$ cat config.mk
export PLATFORM = sky130hd
export DESIGN_NAME = undo_stack
export DESIGN_NICKNAME = d
export VERILOG_FILES = /design/src/rtl/undo_stack.sv
export SDC_FILE = /design/constraint.sdc
export NUM_CORES = 1
export LEC_CHECK = 0
export ABC_AREA = 1
export CAP_MARGIN = 30
export CORE_MARGIN = 5
export CORE_UTILIZATION = 40
export DETAILED_ROUTE_END_ITERATION = 8
export PLACE_DENSITY_LB_ADDON = 0.15
export SLEW_MARGIN = 20
export SYNTH_ARGS = -nofsm -noshare
export SYNTH_HDL_FRONTEND = slang
export SYNTH_SLANG_ARGS = --single-unit
export TNS_END_PERCENT = 30
$ cat constraint.sdc
create_clock -name clk -period 5.15 [get_ports clk]
set_input_delay 0.7725 -clock clk [delete_from_list [all_inputs] [get_ports clk]]
set_output_delay 0.7725 -clock clk [all_outputs]
set_load 0.01 [all_outputs]
$ cat src/rtl/undo_stack.sv
// rtl/undo_stack.sv - LIFO undo stack with dual push, pop, and registered top-relative read
//
// Ports:
//   clk, reset (async active-low)
//   push_a_valid/data/tag : push channel A (destination value), applied after pop
//   push_b_valid/data/tag : push channel B (PC), applied after A, ends on top
//   pop_req               : pop top entry; pop_valid/pop_data/pop_tag one cycle later
//   rd_idx                : offset from top; rd_hit/rd_data registered one cycle later
//   count, full, empty    : occupancy status
//   overflow, underflow   : sticky error flags, cleared by clr_err
module undo_stack #(
    parameter int WIDTH = 16,
    parameter int DEPTH = 16,
    parameter int TAG_W = 1,
    parameter int WRAP  = 0
) (
    input  logic                       clk,
    input  logic                       reset,
    input  logic                       push_a_valid,
    input  logic [WIDTH-1:0]           push_a_data,
    input  logic [TAG_W-1:0]           push_a_tag,
    input  logic                       push_b_valid,
    input  logic [WIDTH-1:0]           push_b_data,
    input  logic [TAG_W-1:0]           push_b_tag,
    input  logic                       pop_req,
    output logic                       pop_valid,
    output logic [WIDTH-1:0]           pop_data,
    output logic [TAG_W-1:0]           pop_tag,
    input  logic [$clog2(DEPTH)-1:0]   rd_idx,
    output logic                       rd_hit,
    output logic [WIDTH-1:0]           rd_data,
    output logic [$clog2(DEPTH):0]     count,
    output logic                       full,
    output logic                       empty,
    output logic                       overflow,
    output logic                       underflow,
    input  logic                       clr_err
);

    localparam int PW = $clog2(DEPTH);
    localparam int CW = PW + 1;
    localparam logic [CW-1:0] DEPTH_C = CW'(DEPTH);
    localparam bit WRAP_EN = (WRAP != 0);

    logic [WIDTH-1:0] mem_data [DEPTH];
    logic [TAG_W-1:0] mem_tag  [DEPTH];

    // top points at the most recent entry; the oldest sits at top-count+1,
    // so when full the slot after top is exactly the oldest entry.
    logic [PW-1:0] top;

    logic          pop_ok;
    logic [PW-1:0] top_p, top_a, top_b, addr_a, addr_b;
    logic [CW-1:0] cnt_p, cnt_a, cnt_b;
    logic          room_a, room_b, we_a, we_b, ovf_evt;
    logic          rd_in_range;

    always_comb begin
        pop_ok = pop_req && (count != '0);
        top_p  = pop_ok ? top - PW'(1) : top;
        cnt_p  = pop_ok ? count - CW'(1) : count;

        // Channel A sees post-pop occupancy.
        room_a = (cnt_p != DEPTH_C);
        addr_a = top_p + PW'(1);
        we_a   = push_a_valid && (room_a || WRAP_EN);
        top_a  = we_a ? addr_a : top_p;
        cnt_a  = (push_a_valid && room_a) ? cnt_p + CW'(1) : cnt_p;

        // Channel B sees occupancy after A.
        room_b = (cnt_a != DEPTH_C);
        addr_b = top_a + PW'(1);
        we_b   = push_b_valid && (room_b || WRAP_EN);
        top_b  = we_b ? addr_b : top_a;
        cnt_b  = (push_b_valid && room_b) ? cnt_a + CW'(1) : cnt_a;

        // A push without room is either dropped or overwrites the oldest.
        ovf_evt = (push_a_valid && !room_a) || (push_b_valid && !room_b);

        rd_in_range = ({1'b0, rd_idx} < count);
    end

    // Storage has no reset; entries beyond count are never exposed.
    always_ff @(posedge clk) begin
        if (we_a) begin
            mem_data[addr_a] <= push_a_data;
            mem_tag[addr_a]  <= push_a_tag;
        end
        if (we_b) begin
            mem_data[addr_b] <= push_b_data;
            mem_tag[addr_b]  <= push_b_tag;
        end
    end

    always_ff @(posedge clk or negedge reset) begin
        if (!reset) begin
            top       <= '0;
            count     <= '0;
            pop_valid <= 1'b0;
            pop_data  <= '0;
            pop_tag   <= '0;
            rd_hit    <= 1'b0;
            rd_data   <= '0;
            overflow  <= 1'b0;
            underflow <= 1'b0;
        end else begin
            top       <= top_b;
            count     <= cnt_b;
            pop_valid <= pop_ok;
            if (pop_ok) begin
                pop_data <= mem_data[top];
                pop_tag  <= mem_tag[top];
            end

            // Read port samples pre-edge contents.
            rd_hit  <= rd_in_range;
            rd_data <= rd_in_range ? mem_data[top - rd_idx] : '0;

            // clr_err wins over a same-cycle set.
            if (clr_err)
                overflow <= 1'b0;
            else if (ovf_evt)
                overflow <= 1'b1;

            if (clr_err)
                underflow <= 1'b0;
            else if (pop_req && (count == '0))
                underflow <= 1'b1;
        end
    end

    assign full  = (count == DEPTH_C);
    assign empty = (count == '0);

endmodule

==> impl_metrics.py, run 1 <==
metrics = {
    "detailed_routing": {
        "routedWlPerCell_um": 25.0,
        "drt_iter0_drc": 2541,
        "ant_nets": 0,
        "vias": 19300,
        "drt_drc_violations_left": 0,
        "wirelength_mm": 81.1,
        "vias_per_cell": 5.94,
        "drt-pass1-iter-count": 8,
    },
    "synth": {
        "synth_compound_area_frac": 0.246,
        "async_flop_share": 0.145,
        "muxShareOfSynthArea": 0.00109,
        "avgSynthCellArea_um2": 8.03,
        "ys_ff_latch": 318,
        "synth_ff_type": "edfxtp_1",
        "synthCells": 2579,
        "synth_area_um2": 20700,
        "synth_nets": 2646,
        "synth-edff-count": 272,
        "yosys.cell_types.count": 43,
        "synth-simple-area-share": 0.207,
        "synth_xor_area_frac": 0.00501,
        "synth_top_family_by_area": "compound AO/OA/AOI/OAI gates",
        "yosys_warnings": 0,
        "synth_adder_area_share": 0.0143,
        "ys_seq_area_frac": 0.450,
    },
    "floorplanning": {
        "pin_count": 88,
        "fp-row-count": 83,
        "floorplan.initialDensity": 0.404,
        "die_area_um2": 56400,
        "dieWidth_um": 238,
        "core_um2": 51300,
        "die_y_um": 238,
    },
    "timing": {
        "hold_viol": 0,
        "setup_viol": 0,
        "timing.fmax_mhz": 218,
        "rsz0062_at_grt": "false",
        "period_share": 0.889,
        "worstMarginPinSlew_ns": 1.09,
        "fin_worst_skew_ns": 0.0278,
        "setup_tns_ns": 0,
        "slew_viol_final": 0,
        "max_slew_margin": 0.274,
        "period_needed_ns": 4.58,
    },
    "setup_path": {
        "crit_path_end_kind": "flop",
        "crit_chain": "inv_1 > buf_4 > ha_1 > nand3_1 > nand2_1 > inv_1 > ha_1 > nand3b_1 > nand2_1 > ha_1 > xnor2_1 > nand3_4 > nor2_2 > buf_4 > nand2_1 > nand2_1",
        "slowest_stage": "nor2_2",
        "cpMostUsedCell": "nand2_1",
        "cp-startpoint": "top[1]$_DFF_PN0_",
        "cpPeakStageDelay_ns": 0.78,
        "critPathKind": "reg2reg",
        "crit_required_ns": 5.57,
        "r2r-start": "top[1]$_DFF_PN0_",
        "crit_arrival_ns": 5.00,
        "worstSetupStartpointType": "flop",
        "worstPathMaxFanout": 27,
    },
    "finish": {
        "drive_gt1_frac": 0.0760,
        "multi_input_area_um2": 9970,
        "fill_cells": 4983,
        "ff_latch_area_um2": 9330,
        "nNetsFinal": 2604,
        "synthToLayoutAreaGrowth_pct": 12.6,
        "final_cells": 3246,
    },
    "hold_path": {
        "min_path_type": "in2async",
    },
    "clocking": {
        "ctsResizeCount": 0,
        "cts_tree": "done",
        "clk_latency_ns": 0.57,
        "cts_setup_buffers": 0,
        "clkSlewWorstSetupHoldPaths_ns": 0.06,
        "clock-sinks": 318,
        "cts_root_buf": "clkbuf_16",
        "cts_hold_buf": 0,
        "cts_max_path_buffers": 3,
        "cts-buffers-inserted": 39,
        "cts.htree.levels": 2,
    },
    "outcome": {
        "status": "finished, final reports clean",
    },
    "pwr": {
        "powerDensity_nw_per_um2": 737,
        "ir_drop_v": 0.000841,
        "p_leak_nw": 8.84,
    },
    "placement": {
        "post-place-cells": 3173,
        "hpwlAfterDp_mm": 50.0,
        "gp_congestion": 0.864,
        "portBuffers": 87,
    },
    "grt": {
        "grt_pass1_vias": 18300,
        "antenna_found_initial": 0,
        "grt_max_degree": 204,
        "grt_pass1_wl_mm": 120,
        "groute.usage.overall": 0.279,
        "grt-ovfl-total": 0,
    },
    "job": {
        "drv_cap": 0,
    },
}
## worst max-delay path: cells and delay by family, from the launching register on
family / cells / cell delay, ns
xor gates and xnor gates: 1 / 0.41
adders and majority gates: 3 / 0.91
buffers and inverters: 4 / 0.76
DFF: 1 / 0.66
and+or+nand+nor: 8 / 1.68
## sequential cells by signal (all words and copies together), names as in the netlist
name       count
rd_hit         1
overflow       1
mem_data     256
mem_tag       16
pop_valid      1
top            4
pop_tag        1
rd_data       16
count          5
pop_data      16
underflow      1
## Yosys cell counts, drive strengths merged (2+ instances only)
cell,n,area share
o211ai,56,0.020
nand2,800,0.15
dfrtp,46,0.056
o21bai,273,0.099
a22oi,30,0.011
a31oi,17,0.0051
o221ai,14,0.0059
buf,103,0.029
o21ai,214,0.052
o22ai,37,0.011
inv,127,0.023
a21oi,167,0.041
clkbuf,139,0.025
mux2,2,0.0011
ha,22,0.013
xor2,6,0.0029
edfxtp,272,0.39
xnor2,5,0.0021
nand4,2,0.00091
nand3,79,0.022
nor2,163,0.036
## metrics by stage
stage          utilization  total power (W)  area [um^2]  setup WS, ns  hold slack (ns)
3_5_place_dp         0.432           0.0143        22100         0.185            0.512
4_1_cts              0.454           0.0170        23300         0.657            0.375
5_1_grt              0.455           0.0181        23300         0.397            0.423
6_report             0.455           0.0172        23300         0.573            0.355
3_3_place_gp         0.431           0.0142        22100         0.239            0.512
2_1_floorplan            -           0.0104        20700         0.761            0.477
## metal layers
| layer | vias up | part of all wire | track usage |
|---|---|---|---|
| li1 | 8713 | - | - |
| met1 | 9227 | 0.40 | 0.366 |
| met2 | 1133 | 0.46 | 0.453 |
| met3 | 219 | 0.091 | 0.0454 |
| met4 | 0 | 0.050 | 0.130 |
| met5 | - | 0 | 0 |
## path summary, 6_finish.rpt
path | to | slack [ns] | cells past startpoint
setup / recovery | mem_data[9][12]$_DFFE_PP_ | 0.57 | 16
hold / removal | count[3]$_DFF_PN0_ | 0.35 | 2
setup reg to reg | mem_data[9][12]$_DFFE_PP_ | 0.57 | 16
hold reg to reg | underflow$_DFFE_PN0P_ | 0.52 | 2
max in group asynchronous | top[1]$_DFF_PN0_ | 4.21 | 2
min in group clk | underflow$_DFFE_PN0P_ | 0.52 | 2
## final cells by class
type                    instances  area share
well taps                     680      0.0365
clock inverters                11     0.00220
flip-flops and latches        318       0.400
multi-input cells            1891       0.427
repair buffers                159      0.0663
inverters                     128      0.0207
clock buffers                  58      0.0471
diodes                          1    0.000107
## cell families (layout without fill, tap and decap cells)
group                      count (synthesis)  after routing
and+or+nand+nor                         1046           1046
DFF                                      318            318
muxes                                      2              2
buffers and inverters                    370            356
adders and majority gates                 23             23
xor gates and xnor gates                  11             11
other                                      0              1
AOI/OAI and AO/OA                        809            809
## report_power, final
group | switching [W] | internal (W) | total [W]
sequential | 0.000439 | 0.00385 | 0.00429
clock | 0.00113 | 0.00147 | 0.00260
combinational | 0.00755 | 0.00276 | 0.0103
## cell usage in the layout (no fill, tap or decap), types with 6 or more instances in the layout
| cell type | instances |
|---|---|
| o21ai_0 | 213 |
| clkbuf_1 | 15 |
| a21oi_1 | 165 |
| o211ai_1 | 56 |
| nor2_2 | 9 |
| clkdlybuf4s50_1 | 86 |
| o22ai_2 | 16 |
| buf_12 | 8 |
| inv_2 | 6 |
| a22oi_1 | 30 |
| nand2_1 | 792 |
| inv_1 | 120 |
| buf_4 | 58 |
| dfrtp_1 | 43 |
| nand3_1 | 68 |
| ha_1 | 21 |
| nand3_4 | 7 |
| a31oi_1 | 17 |
| edfxtp_1 | 272 |
| clkbuf_16 | 40 |
| o221ai_1 | 14 |
| nor2_1 | 145 |
| o22ai_1 | 21 |
| clkinv_1 | 7 |
| o21bai_1 | 273 |
(Power assumes the default switching activity.)
==> run 2, diff against run 1 <==
--- a/config.mk
+++ b/config.mk
@@ -7,9 +7,10 @@
 export LEC_CHECK = 0
 export ABC_AREA = 1
 export CAP_MARGIN = 30
-export CORE_MARGIN = 5
 export CORE_UTILIZATION = 40
+export CTS_CLUSTER_DIAMETER = 40
 export DETAILED_ROUTE_END_ITERATION = 8
+export GPL_ROUTABILITY_DRIVEN = 0
 export PLACE_DENSITY_LB_ADDON = 0.15
 export SLEW_MARGIN = 20
 export SYNTH_ARGS = -nofsm -noshare
==> run 2 against run 1 <==
Register-to-register slack gained 0.09 ns. Sequential share of layout area down 1.9 points. Sequential cell count did not move. Combinational power barely moved. Largest power group unchanged. First-iteration DRC count fell by 9.5%. Via count is 2.4% higher. Core utilization increased by 2.4 points.
==> impl_metrics.py, run 2 (synthesis results as in run 1) <==
metrics = {
    "finish": {
        "nNetsFinal": 2644,
        "drive_gt1_frac": 0.104,
        "synthToLayoutAreaGrowth_pct": 18.4,
        "fill_cells": 4912,
        "layout_common_cells": "792 x nand2_1, 273 x o21bai_1, 272 x edfxtp_1, 213 x o21ai_0, 165 x a21oi_1",
        "largest_reg_flops": 256,
        "final_cell_area_um2": 24500,
        "layout.cells.most_common": "nand2_1",
        "regMostFlops": "mem_data",
    },
    "setup_path": {
        "r2r-end": "mem_data[8][0]$_DFFE_PP_",
        "crit_required_ns": 5.64,
        "r2r_cells": 20,
        "cpPeakStageDelay_ns": 0.76,
        "crit_path_end_kind": "flop",
        "crit_arrival_ns": 5.00,
        "cp-startpoint": "pop_req",
        "worstSetupStartpointType": "input port",
        "path_delay_family": "simple AND/OR/NAND/NOR gates",
        "crit_path_end": "mem_data[8][0]$_DFFE_PP_",
        "slowest_stage": "clkdlybuf4s50_1",
        "r2r-start": "count[0]$_DFF_PN0_",
        "reg2reg_setup_slack_ns": 0.66,
        "crit_cells": 18,
        "crit_chain": "clkdlybuf4s50_1 > nand2_4 > nand2_1 > nand2_1 > inv_1 > ha_1 > nand3_1 > nor2_2 > nand2_4 > nand3b_1 > nand2_1 > ha_1 > xnor2_1 > nand3_4 > nor2_2 > buf_4 > nand2_1 > nand2_1",
        "cpMostUsedCell": "nand2_1",
        "worstPathMaxFanout": 32,
        "critPathKind": "in2reg",
        "worst-path-buf-inv": 3,
    },
    "grt": {
        "grt_pass1_wl_mm": 124,
        "grt_pass1_vias": 18800,
        "grt_max_degree": 204,
        "grt-ovfl-total": 0,
        "antenna_found_initial": 3,
        "groute.usage.overall": 0.317,
    },
    "detailed_routing": {
        "vias": 19800,
        "drt-pass1-iter-count": 5,
        "drt_iter0_drc": 2299,
        "drt_drc_violations_left": 0,
        "routedWlPerCell_um": 25.4,
        "vias_per_cell": 5.97,
        "wirelength_mm": 84.0,
        "ant_nets": 0,
    },
    "pwr": {
        "powerDensity_nw_per_um2": 784,
        "p_leak_nw": 9.44,
        "power.total_w": 0.0192,
        "ir_drop_v": 0.000522,
    },
    "clocking": {
        "ctsResizeCount": 0,
        "cts.htree.levels": 2,
        "cts_root_buf": "clkbuf_16",
        "cts-buffers-inserted": 60,
        "clk_latency_ns": 0.62,
        "cts_tree": "done",
        "clkSlewWorstSetupHoldPaths_ns": 0.05,
        "clock-sinks": 318,
        "cts_hold_buf": 0,
        "cts_setup_buffers": 0,
        "cts_max_path_buffers": 3,
    },
    "timing": {
        "rsz0062_at_grt": "false",
        "setup_viol": 0,
        "worstMarginPinSlew_ns": 1.02,
        "period_needed_ns": 4.51,
        "slew_viol_final": 0,
        "hold_viol": 0,
        "whs_ns": 0.316,
        "timing.fmax_mhz": 221,
        "period_share": 0.877,
        "setup_tns_ns": 0,
        "fin_worst_skew_ns": 0.0112,
        "max_slew_margin": 0.322,
        "fin_ws_ns": 0.635,
    },
    "floorplanning": {
        "pin_count": 88,
        "fp-row-count": 83,
        "dieWidth_um": 230,
        "die_y_um": 230,
        "die_area_um2": 52700,
        "core_um2": 51200,
        "floorplan.initialDensity": 0.405,
    },
    "hold_path": {
        "min_path_type": "in2async",
    },
    "placement": {
        "portBuffers": 87,
        "hpwlAfterDp_mm": 50.5,
        "dp_slack_ns": 0.124,
        "dpl_cell_area_um2": 22300,
    },
    "job": {
        "drv_cap": 0,
    },
    "outcome": {
        "status": "finished, final reports clean",
    },
}
## run 2: area by class of cell
type / instances / area (um^2) / area share
Antenna cell: 2 / 5.00 / 0.000204
Timing Repair Buffer: 178 / 1650 / 0.0672
Tap cell: 680 / 851 / 0.0347
Inverter: 128 / 483 / 0.0197
Clock inverter: 44 / 651 / 0.0265
Sequential cell: 318 / 9330 / 0.380
Clock buffer: 68 / 1590 / 0.0650
Multi-Input combinational cell: 1891 / 9970 / 0.406
## run 2: worst min-delay path by stage
stage,start,endpoint,slack [ns],cells past startpoint
floorplan,reset,count[0]$_DFF_PN0_,0.48,0
global placement,underflow$_DFFE_PN0P_,underflow$_DFFE_PN0P_,0.52,2
detailed placement,underflow$_DFFE_PN0P_,underflow$_DFFE_PN0P_,0.52,2
CTS,reset,count[4]$_DFF_PN0_,0.32,2
global route,reset,count[2]$_DFF_PN0_,0.35,2
finish,reset,count[0]$_DFF_PN0_,0.32,2
## run 2: worst reg2reg max path, stage by stage, from the launching register on
cell and delay (ns):
dfrtp_1 0.41, inv_1 0.13, ha_1 0.27, nand3_4 0.14
nand2_4 0.09, nand2_1 0.08, nand2_1 0.12, inv_1 0.08
ha_1 0.14, nand3_1 0.10, nor2_2 0.23, nand2_4 0.13
nand3b_1 0.11, nand2_1 0.16, ha_1 0.30, xnor2_1 0.40
nand3_4 0.54, nor2_2 0.48, buf_4 0.27, nand2_1 0.08
nand2_1 0.10
## run 2: layer usage
layer  vias up  wire length (um)  GRT usage
li1       8823                 -          -
met1      9424             33500      0.420
met4         2              3960      0.149
met5         -                13          0
met2      1271             37600      0.497
met3       243              8970     0.0632
## run 2: power by group
part           internal (W)  leakage, nW  total (W)  switching [W]
sequential          0.00385         3.02    0.00422       0.000373
clock               0.00294         1.08    0.00442        0.00148
combinational       0.00281         5.34     0.0106        0.00777
total               0.00960         9.44     0.0192        0.00962
## run 2: through the flow
stage	util	instances
floorplan	-	2579
global placement	0.435	3195
detailed placement	0.435	3195
CTS	0.479	3307
global route	0.479	3309
finish	0.479	3309
